<file path="src/rtl/exp_job_sequencer.sv">
// Job sequencer around the exponential evaluator: queues Q0.16 arguments,
// runs them one at a time and returns each Q2.16 result tagged with its argument.
module exp_job_sequencer #(
  parameter int unsigned DEPTH        = 4,
  parameter int unsigned START_CYCLES = 2,
  parameter int unsigned TIMEOUT      = 1023
) (
  input  logic                   clk,
  input  logic                   rst,
  input  logic                   in_valid,
  input  logic [15:0]            in_x,
  output logic                   in_ready,
  output logic                   exp_start,
  output logic [15:0]            exp_x,
  input  logic                   exp_done,
  input  logic [1:0]             exp_int,
  input  logic [15:0]            exp_frac,
  output logic                   out_valid,
  input  logic                   out_ready,
  output logic [15:0]            out_x,
  output logic [17:0]            out_result,
  output logic                   out_timeout,
  output logic                   busy,
  output logic [$clog2(DEPTH):0] q_count
);

  localparam int unsigned AW   = $clog2(DEPTH);
  localparam int unsigned CMAX = (TIMEOUT > START_CYCLES) ? TIMEOUT : START_CYCLES;
  localparam int unsigned CW   = $clog2(CMAX + 1);
  localparam logic [AW:0] FULL = (AW+1)'(DEPTH);

  typedef enum logic [1:0] {S_IDLE, S_START, S_WAIT, S_RESP} state_t;

  state_t          r_state, w_state_n;
  logic [15:0]     r_mem [DEPTH];
  logic [AW-1:0]   r_wptr, r_rptr;
  logic [AW:0]     r_count;
  logic [CW-1:0]   r_cnt, w_cnt_n;
  logic            r_done_q, w_done_q_n;
  logic            r_start, w_start_n;
  logic [15:0]     r_x, w_x_n;
  logic            r_valid, w_valid_n;
  logic [15:0]     r_ox, w_ox_n;
  logic [17:0]     r_res, w_res_n;
  logic            r_to, w_to_n;
  logic            r_busy, w_busy_n;
  logic            w_push, w_pop;

  assign in_ready    = (r_count != FULL);
  assign w_push      = in_valid && in_ready;
  assign q_count     = r_count;
  assign exp_start   = r_start;
  assign exp_x       = r_x;
  assign out_valid   = r_valid;
  assign out_x       = r_ox;
  assign out_result  = r_res;
  assign out_timeout = r_to;
  assign busy        = r_busy;

  // Argument storage; contents need no reset since occupancy gates every read.
  always_ff @(posedge clk) begin
    if (w_push) r_mem[r_wptr] <= in_x;
  end

  // Circular FIFO pointers and occupancy.
  always_ff @(posedge clk) begin
    if (rst) begin
      r_wptr  <= '0;
      r_rptr  <= '0;
      r_count <= '0;
    end else begin
      if (w_push) r_wptr <= r_wptr + AW'(1);
      if (w_pop)  r_rptr <= r_rptr + AW'(1);
      case ({w_push, w_pop})
        2'b10:   r_count <= r_count + (AW+1)'(1);
        2'b01:   r_count <= r_count - (AW+1)'(1);
        default: r_count <= r_count;
      endcase
    end
  end

  // State and registered outputs.
  always_ff @(posedge clk) begin
    if (rst) begin
      r_state  <= S_IDLE;
      r_cnt    <= '0;
      r_done_q <= 1'b0;
      r_start  <= 1'b0;
      r_x      <= '0;
      r_valid  <= 1'b0;
      r_ox     <= '0;
      r_res    <= '0;
      r_to     <= 1'b0;
      r_busy   <= 1'b0;
    end else begin
      r_state  <= w_state_n;
      r_cnt    <= w_cnt_n;
      r_done_q <= w_done_q_n;
      r_start  <= w_start_n;
      r_x      <= w_x_n;
      r_valid  <= w_valid_n;
      r_ox     <= w_ox_n;
      r_res    <= w_res_n;
      r_to     <= w_to_n;
      r_busy   <= w_busy_n;
    end
  end

  // Next-state and next-output decode.
  always_comb begin
    w_state_n  = r_state;
    w_cnt_n    = r_cnt;
    w_done_q_n = exp_done;
    w_start_n  = r_start;
    w_x_n      = r_x;
    w_valid_n  = r_valid;
    w_ox_n     = r_ox;
    w_res_n    = r_res;
    w_to_n     = r_to;
    w_pop      = 1'b0;

    case (r_state)
      S_IDLE: begin
        if (r_count != '0) begin
          w_pop      = 1'b1;
          w_x_n      = r_mem[r_rptr];
          w_cnt_n    = '0;
          w_start_n  = 1'b1;
          w_done_q_n = 1'b0;
          w_state_n  = S_START;
        end
      end
      S_START: begin
        if (r_cnt == CW'(START_CYCLES - 1)) begin
          w_start_n = 1'b0;
          w_cnt_n   = '0;
          w_state_n = S_WAIT;
        end else begin
          w_cnt_n = r_cnt + CW'(1);
        end
      end
      S_WAIT: begin
        // Only a fresh rising edge of done completes; a level left over from
        // the previous job is masked by done_q.
        if (exp_done && !r_done_q) begin
          w_res_n   = {exp_int, exp_frac};
          w_ox_n    = r_x;
          w_to_n    = 1'b0;
          w_valid_n = 1'b1;
          w_state_n = S_RESP;
        end else if (r_cnt == CW'(TIMEOUT - 1)) begin
          w_res_n   = '0;
          w_ox_n    = r_x;
          w_to_n    = 1'b1;
          w_valid_n = 1'b1;
          w_state_n = S_RESP;
        end else begin
          w_cnt_n = r_cnt + CW'(1);
        end
      end
      S_RESP: begin
        if (out_ready) begin
          w_valid_n = 1'b0;
          w_state_n = S_IDLE;
        end
      end
      default: w_state_n = S_IDLE;
    endcase

    w_busy_n = (w_state_n != S_IDLE);
  end

endmodule

</file>
<file path="config.mk">
export PLATFORM = sky130hd
export DESIGN_NAME = exp_job_sequencer
export DESIGN_NICKNAME = d
export VERILOG_FILES = /design/src/rtl/exp_job_sequencer.sv
export SDC_FILE = /design/constraint.sdc
export NUM_CORES = 1
export LEC_CHECK = 0
export ABC_AREA = 1
export CAP_MARGIN = 20
export CORE_MARGIN = 3
export CORE_UTILIZATION = 25
export CTS_BUF_LIST = sky130_fd_sc_hd__clkbuf_8
export DETAILED_ROUTE_END_ITERATION = 12
export SETUP_SLACK_MARGIN = 0.02
export SLEW_MARGIN = 20
export SYNTH_ARGS = -nofsm -noshare
export SYNTH_HDL_FRONTEND = slang
export SYNTH_SLANG_ARGS = --single-unit
</file>
<file path="constraint.sdc">
create_clock -name clk -period 3.4 [get_ports clk]
set_clock_uncertainty 0.15 [all_clocks]
set_input_delay 0.68 -clock clk [delete_from_list [all_inputs] [get_ports clk]]
set_output_delay 0.68 -clock clk [all_outputs]
set_load 0.01 [all_outputs]
</file>
==> results of run 1 <==
## cells in the final DEF, fill, tap and decap left out
| master | n |
|---|---|
| ha_1 | 14 |
| dfxtp_1 | 74 |
| nand4_1 | 5 |
| nor2_4 | 2 |
| clkinvlp_4 | 4 |
| nand3_2 | 3 |
| a21oi_1 | 36 |
| clkinv_2 | 3 |
| o21a_1 | 1 |
| clkinv_1 | 4 |
| a211oi_1 | 1 |
| o21ai_1 | 1 |
| buf_4 | 10 |
| inv_1 | 38 |
| nand2_2 | 3 |
| edfxtp_1 | 64 |
| a31oi_1 | 16 |
| nand3_1 | 14 |
| clkdlybuf4s50_1 | 96 |
| inv_6 | 4 |
| clkbuf_8 | 17 |
| o21ai_0 | 76 |
| nor2_1 | 120 |
| clkinv_4 | 1 |
| fa_1 | 1 |
| or2_2 | 1 |
| inv_2 | 2 |
| nand3_4 | 1 |
| nor2_2 | 2 |
| o211ai_1 | 1 |
| nor3_1 | 4 |
| nand2_1 | 87 |
## flip-flops by register name, summed over array words and instances, names as in the netlist, 2 cells and up
name / cells
r_wptr: 2
r_rptr: 2
out_result: 18
q_count: 3
r_cnt: 10
r_mem: 64
exp_x: 16
r_state: 2
out_x: 16
## worst register-to-register path: stages (launching register included)
cell	delay, ps
dfxtp_1	430
inv_1	120
ha_1	270
nand2_1	110
nor2_2	50
nand3_4	130
nand2_2	270
inv_2	580
nand2_1	110
a21oi_1	160
## worst min-delay path by stage
stage | cells past startpoint | end | startpoint
2_1_floorplan | 2 | out_timeout | out_timeout
3_3_place_gp | 2 | out_result[5] | out_result[5]
3_5_place_dp | 2 | out_result[4] | out_result[4]
4_1_cts | 2 | out_result[1] | out_result[1]
5_1_grt | 2 | out_result[16] | out_result[16]
6_report | 2 | out_result[17] | out_result[17]
## power by group through the flow
stage                     clock network (mW)  logic [mW]  registers (mW)
after floorplan                            0       0.847            2.13
after global placement                     0        1.35            2.16
after detailed placement                   0        1.36            2.15
after CTS                               1.22        1.36            2.12
after global routing                    1.29        1.52            2.14
final                                   1.17        1.33            2.12
## per-stage QoR
stage          utilization (%)  total power, mW  hold WS, ps  setup WS (ps)
2_1_floorplan                -             2.98          332            916
3_3_place_gp              31.8             3.51          299            687
3_5_place_dp              31.8             3.51          303            657
4_1_cts                   33.3             4.70          316            863
5_1_grt                   33.3             4.95          337            633
6_report                  33.3             4.62          312            933
## per-layer routing
layer  track usage (%)  wire, um  vias up
li1                  -         -     2192
met1              14.8      6310     1982
met2              20.0      6850       95
met3              3.17       732       10
met4              3.54       157        0
met5                 0         0        -
## final cells by class
| cell class | count | area, um^2 | area share (%) |
|---|---|---|---|
| Timing Repair Buffer | 106 | 1040 | 14.5 |
| Tap cell | 275 | 344 | 4.81 |
| Clock inverter | 15 | 100 | 1.40 |
| Multi-Input combinational cell | 389 | 1890 | 26.4 |
| Clock buffer | 17 | 234 | 3.27 |
| Inverter | 41 | 154 | 2.15 |
| Sequential cell | 138 | 3400 | 47.5 |
## cell families (layout without fill, tap and decap cells)
family	Yosys count	after routing	synth area share, %
AOI/OAI and AO/OA	132	132	12.3
adders and majority gates	15	15	3.50
buffers and inverters	68	179	5.03
DFF	138	138	61.1
and+or+nand+nor	242	242	18.1
==> summary.md, run 1 <==
| Metric | Value |
|---|---|
| Number of synthesized register bits | `138` |
| P_leak | `2.61 nW` |
| Number of synthesized flops with an enable pin | `64` |
| Synth Flop Type | `dfxtp_1` |
| Sequential power share | `45.8%` |
| Mapped cell area | `0.00557 mm^2` |
| Synth cell count leaders | `120 x nor2_1, 87 x nand2_1, 76 x o21ai_0` |
| CTS buffer count | `17` |
| Worst path depth | `9` |
| Clock Power Share | `between 20 and 30%` |
| Finished Layout Cells | `981` |
| Slew Limit Fails | `0` |
| Core Region | `around 0.021 mm^2` |
| Pre-antenna DRT Iters | `4` |
| Sw power | `1.65 mW` |
| Post-Synthesis Cells | `between 500 and 600` |
| Clock insertion delay at the later pin of the skew report | `440 ps` |
| Largest net degree at the start of global routing | `37` |
| Via-per-instance ratio | `between 4 and 5` |
| Area contributors post-synth | `edfxtp_1 34%, dfxtp_1 27%, nor2_1 8.1%` |
| Finished Cell Area | `0.00716 mm^2` |
| Nets | `~750` |
| Synth area leader | `edfxtp_1` |
| Register area share after synthesis | `61.1%` |
| Area delta synth->final | `28.5%` |
| Reg-to-reg slack, setup | `930 ps` |
| Syn Area/Cell | `9.37 um^2` |
| Vias | `around 4,300` |
| Top delay family on crit path | `buffers and inverters` |
| Post-cts resize count | `0` |
| Switching part of the total | `35.7%` |
| CP most frequent cell | `nand2_1` |
| Avg WL per Cell | `14.3 um` |
| Worst IR Drop VDD | `about 240 uV` |
| Ant diodes | `0` |
| Post-CTS setup buffers | `0` |
| Critical Path AT | `2680 ps` |
| Starting density of the core | `25.9%` |
| Top-area cell type share of the netlist area | `34.5%` |
| Yosys warnings | `0` |
| PortBufs | `96` |
| Worst R2R Start | `r_state[0]` |
| Power Internal | `2.97 mW` |
| CP bufs+invs | `2` |
| Critical path destination | `out_result[7]` |
| Outcome | `completed` |
| Die height | `155 um` |
| Total global-route track usage | `between 10% and 20%` |
| Grt total ovfl | `0` |
| Layout cells sized above 1 | `7.51%` |
| Synth cell types | `30` |
| Crit-path max cell delay | `~570 ps` |
| Htree depth | `4` |
| Placed cells | `949` |
| Combinational share of power | `28.9%` |
| Period minus WS final | `about 2500 ps` |
| Tightest Pin Transition | `693 ps` |
| Hold Path Class | `reg -> reg` |
| Syn_nets | `649` |
| CTS Hold Buffers Added | `0` |
| Worst reg2reg path endpoint | `out_result[7]` |
| # IOs | `97` |
| Tcrit/Tclk final | `~73%` |
| Crit path from | `r_state[0]` |
| Initial antenna violation count | `0` |
| Iteration-0 DRC count of the detailed router | `309` |
| Setup crit end kind | `flop` |
| CTS clk-pin slew, worst paths | `80 ps` |
| Slowest stage cell, crit path | `inv_2` |
| Final setup vio count | `0` |
| Crit Path Category | `reg -> reg` |
| Fin. Hold Viols | `0` |
| Number of placement rows | `53` |
| Dpl cell area | `0.00683 mm^2` |
| Maxcap violations | `0` |
| Vias in the first global route | `4,068` |
| Fmax | `roughly 0.4 GHz` |
| RD Place Congestion | `0.803` |
| Async set or reset register ratio after synthesis | `0%` |
| PwrDens | `645 mW/mm^2` |
| Final WL | `approximately 14,000 um` |
| Die Wd | `155 um` |
| # clock sinks | `138` |
| R2R depth | `9` |
| Slew headroom | `53.8%` |
| Residual DRC count | `0` |
| WP data required | `3610 ps` |
| Critical path, cell by cell | `inv_1 > ha_1 > nand2_1 > nor2_2 > nand3_4 > nand2_2 > inv_2 > nand2_1 > a21oi_1` |
| RSZ-0062 raised after global routing | `false` |
| First-pass GRT wire length | `22,300 um` |
| Worst setup SP type | `flop` |
| Post-DP HPWL | `9320 um` |
| Antenna Violating Nets Remaining | `0` |
| Critical path fanouts, max | `34` |
| Die area | `~0.024 mm^2` |
| CTS Buffer Depth | `2` |
| Filler cell count | `2,246` |
| CTS tree | `done` |
| Most numerous cell in the Yosys netlist | `nor2_1` |
| Total negative slack | `0 ps` |
| Clock Tree Root | `clkbuf_8` |
Power figures use the tool's default switching activity.
==> run 2: changes to the inputs <==
==> constraint.sdc (replaced) <==
create_clock -name clk -period 2.2 [get_ports clk]
set_clock_uncertainty 0.15 [all_clocks]
set_input_delay 0.44 -clock clk [delete_from_list [all_inputs] [get_ports clk]]
set_output_delay 0.44 -clock clk [all_outputs]
set_load 0.01 [all_outputs]
==> run 2 against run 1 <==
  * Die area stayed put
  * Cell count is 1.2% higher
  * Register-to-register slack worse by 740 ps
  * First-iteration DRC count is 10% lower
  * Worst setup slack worse by 810 ps
  * Critical path type is now reg -> out
  * Clock-buffer cell count stayed put
  * Total power is 60% higher
  * Combinational power is 70% higher
  * Largest cell class unchanged
  * Clock power is 62% higher
  * Sequential power is 53% higher
==> summary.md, run 2 (synthesis results as in run 1) <==
| Metric | Value |
|---|---|
| Area delta synth->final | `32.4%` |
| Starting density of the core | `25.9% (unchanged)` |
| Ant diodes | `0 (unchanged)` |
| Total negative slack | `0 ps (unchanged)` |
| Clock Power Share | `25.7% (+0.3 points)` |
| Largest net degree at the start of global routing | `44 (+19%)` |
| Grt total ovfl | `0 (unchanged)` |
| Tightest Pin Transition | `591 ps (-101 ps)` |
| Die height | `155 um (unchanged)` |
| CTS tree | `done` |
| Avg WL per Cell | `14.1 um (-1.5%)` |
| Post-DP HPWL | `9300 um (-0.16%)` |
| Sequential power share | `43.8% (-2.0 points)` |
| PwrDens | `1000 mW/mm^2 (+56%)` |
| Hold Path Class | `reg -> reg` |
| Slew Limit Fails | `0 (unchanged)` |
| Top reg by flops | `r_mem` |
| Vias in the first global route | `4,182 (+2.8%)` |
| Outcome | `completed` |
| # IOs | `97 (unchanged)` |
| Worst setup SP type | `flop` |
| Final setup vio count | `0 (unchanged)` |
| Vias | `4,322 (+1.0%)` |
| Via-per-instance ratio | `4.35 (-0.22%)` |
| Iteration-0 DRC count of the detailed router | `277 (-10%)` |
| Worst IR Drop VDD | `400 uV (+66%)` |
| CTS clk-pin slew, worst paths | `80 ps (about the same)` |
| WP data required | `1610 ps (-2000 ps)` |
| # clock sinks | `138 (unchanged)` |
| Period minus WS final | `approximately 2100 ps` |
| Clock Tree Root | `clkbuf_8` |
| First-pass GRT wire length | `22,400 um (+0.65%)` |
| Core Region | `0.0215 mm^2 (unchanged)` |
| Total global-route track usage | `11.9% (+0.091 points)` |
| Clock insertion delay at the later pin of the skew report | `440 ps (about the same)` |
| Most common cell after layout, fill and taps aside | `nor2_1` |
| Power Internal | `4.85 mW (+63%)` |
| Final WL | `14,000 um (-0.33%)` |
| Critical Path AT | `1490 ps (-1190 ps)` |
| Number of placement rows | `53 (unchanged)` |
| Htree depth | `4 (unchanged)` |
| Initial antenna violation count | `0 (unchanged)` |
| Switching part of the total | `34.6% (-1.1 points)` |
| Antenna Violating Nets Remaining | `0 (unchanged)` |
| Combinational share of power | `30.5% (+1.6 points)` |
| P_leak | `2.71 nW (+4.1%)` |
| Crit Path Category | `reg -> out` |
| Critical path fanouts, max | `5 (-85%)` |
| Residual DRC count | `0 (unchanged)` |
| Layout cells sized above 1 | `10.2% (+2.7 points)` |
| PortBufs | `96 (unchanged)` |
| RD Place Congestion | `0.875 (+9.0%)` |
| Final Power | `7.41 mW (+60%)` |
| Die area | `0.0241 mm^2 (unchanged)` |
| Commonest cells after routing, fill and taps aside | `120 x nor2_1, 96 x clkdlybuf4s50_1, 87 x nand2_1` |
| Pre-antenna DRT Iters | `4 (unchanged)` |
| Die Wd | `155 um (unchanged)` |
| Fin. Hold Viols | `0 (unchanged)` |
| Fmax | `0.481 GHz` |
| Maxcap violations | `0 (unchanged)` |
| Finished Cell Area | `0.00738 mm^2 (+3.1%)` |
| CTS buffer count | `17 (unchanged)` |
| Filler cell count | `2,227 (-0.85%)` |
| CTS Buffer Depth | `2 (unchanged)` |
| RSZ-0062 raised after global routing | `true` |
| Largest register FFs | `64 (unchanged)` |
| Min Hold Slack | `310 ps (-2.58 ps)` |
| Setup crit end kind | `primary output` |
| Slew headroom | `60.3% (+6.6 points)` |
| Dpl cell area | `0.00701 mm^2 (+2.7%)` |
| Sw power | `2.56 mW (+55%)` |
| Nets | `759 (+1.6%)` |
| Tcrit/Tclk final | `~95%` |
## run 2: changes by cell type in the layout (fill, tap and decap cells not counted), sizes merged
cell,before,now
clkinvlp,4,2
bufinv,0,1
clkinv,8,9
buf,10,22
## run 2: final cells by class
class	instances	area (um^2)	area share [%]
multi-input cells	389	1900	25.7
flip-flops and latches	138	3410	46.2
well taps	275	344	4.66
repair buffers	118	1210	16.4
clock buffers	17	234	3.17
inverters	41	154	2.09
clock inverters	15	128	1.73
## run 2: worst max-delay path, stage by stage, from the launching register on
cell,delay [ps]
dfxtp_2,370
nor2_1,60
nand2_1,80
clkdlybuf4s50_1,540
## run 2: repair_timing
item,CTS,global route
buffers inserted,0,0
pin swaps,0,0
hold buffers,0,0
hold endpoints to repair,0,0
endpoints found under the setup margin,1,3
resized for setup,1,3
## run 2: power groups by stage
| stage | Clock [mW] | Sequential [mW] | Combinational (mW) |
|---|---|---|---|
| after floorplan | 0 | 3.30 | 1.36 |
| after global placement | 0 | 3.31 | 2.26 |
| after detailed placement | 0 | 3.31 | 2.29 |
| after CTS | 1.99 | 3.25 | 2.30 |
| after global routing | 2.10 | 3.29 | 2.57 |
| final | 1.90 | 3.25 | 2.26 |
## run 2: metrics by stage
step	util (%)	worst slack, ps	std cells
3_3_place_gp	32.6	23.5	961
2_1_floorplan	-	35.5	595
3_5_place_dp	32.6	11.9	961
6_report	34.4	120	993
4_1_cts	34.3	55.0	993
5_1_grt	34.4	4.87	993
## run 2: worst paths after layout
| path | cells after the start | to | start | slack (ps) |
|---|---|---|---|---|
| worst min-delay path | 2 | out_timeout | out_timeout | 310 |
| worst max register to register | 11 | q_count[2] | r_state[1] | 190 |
| worst max-delay path | 3 | in_ready | q_count[1] | 120 |
| worst min register to register | 2 | out_timeout | out_timeout | 310 |
## run 2: routing by layer
layer,vias to the layer above,share of wire [%],GRT usage [%]
met5,-,0,0
met4,0,1.1,3.63
met3,12,6.7,3.87
met2,109,47,20.0
met1,1982,45,14.6
li1,2219,-,-
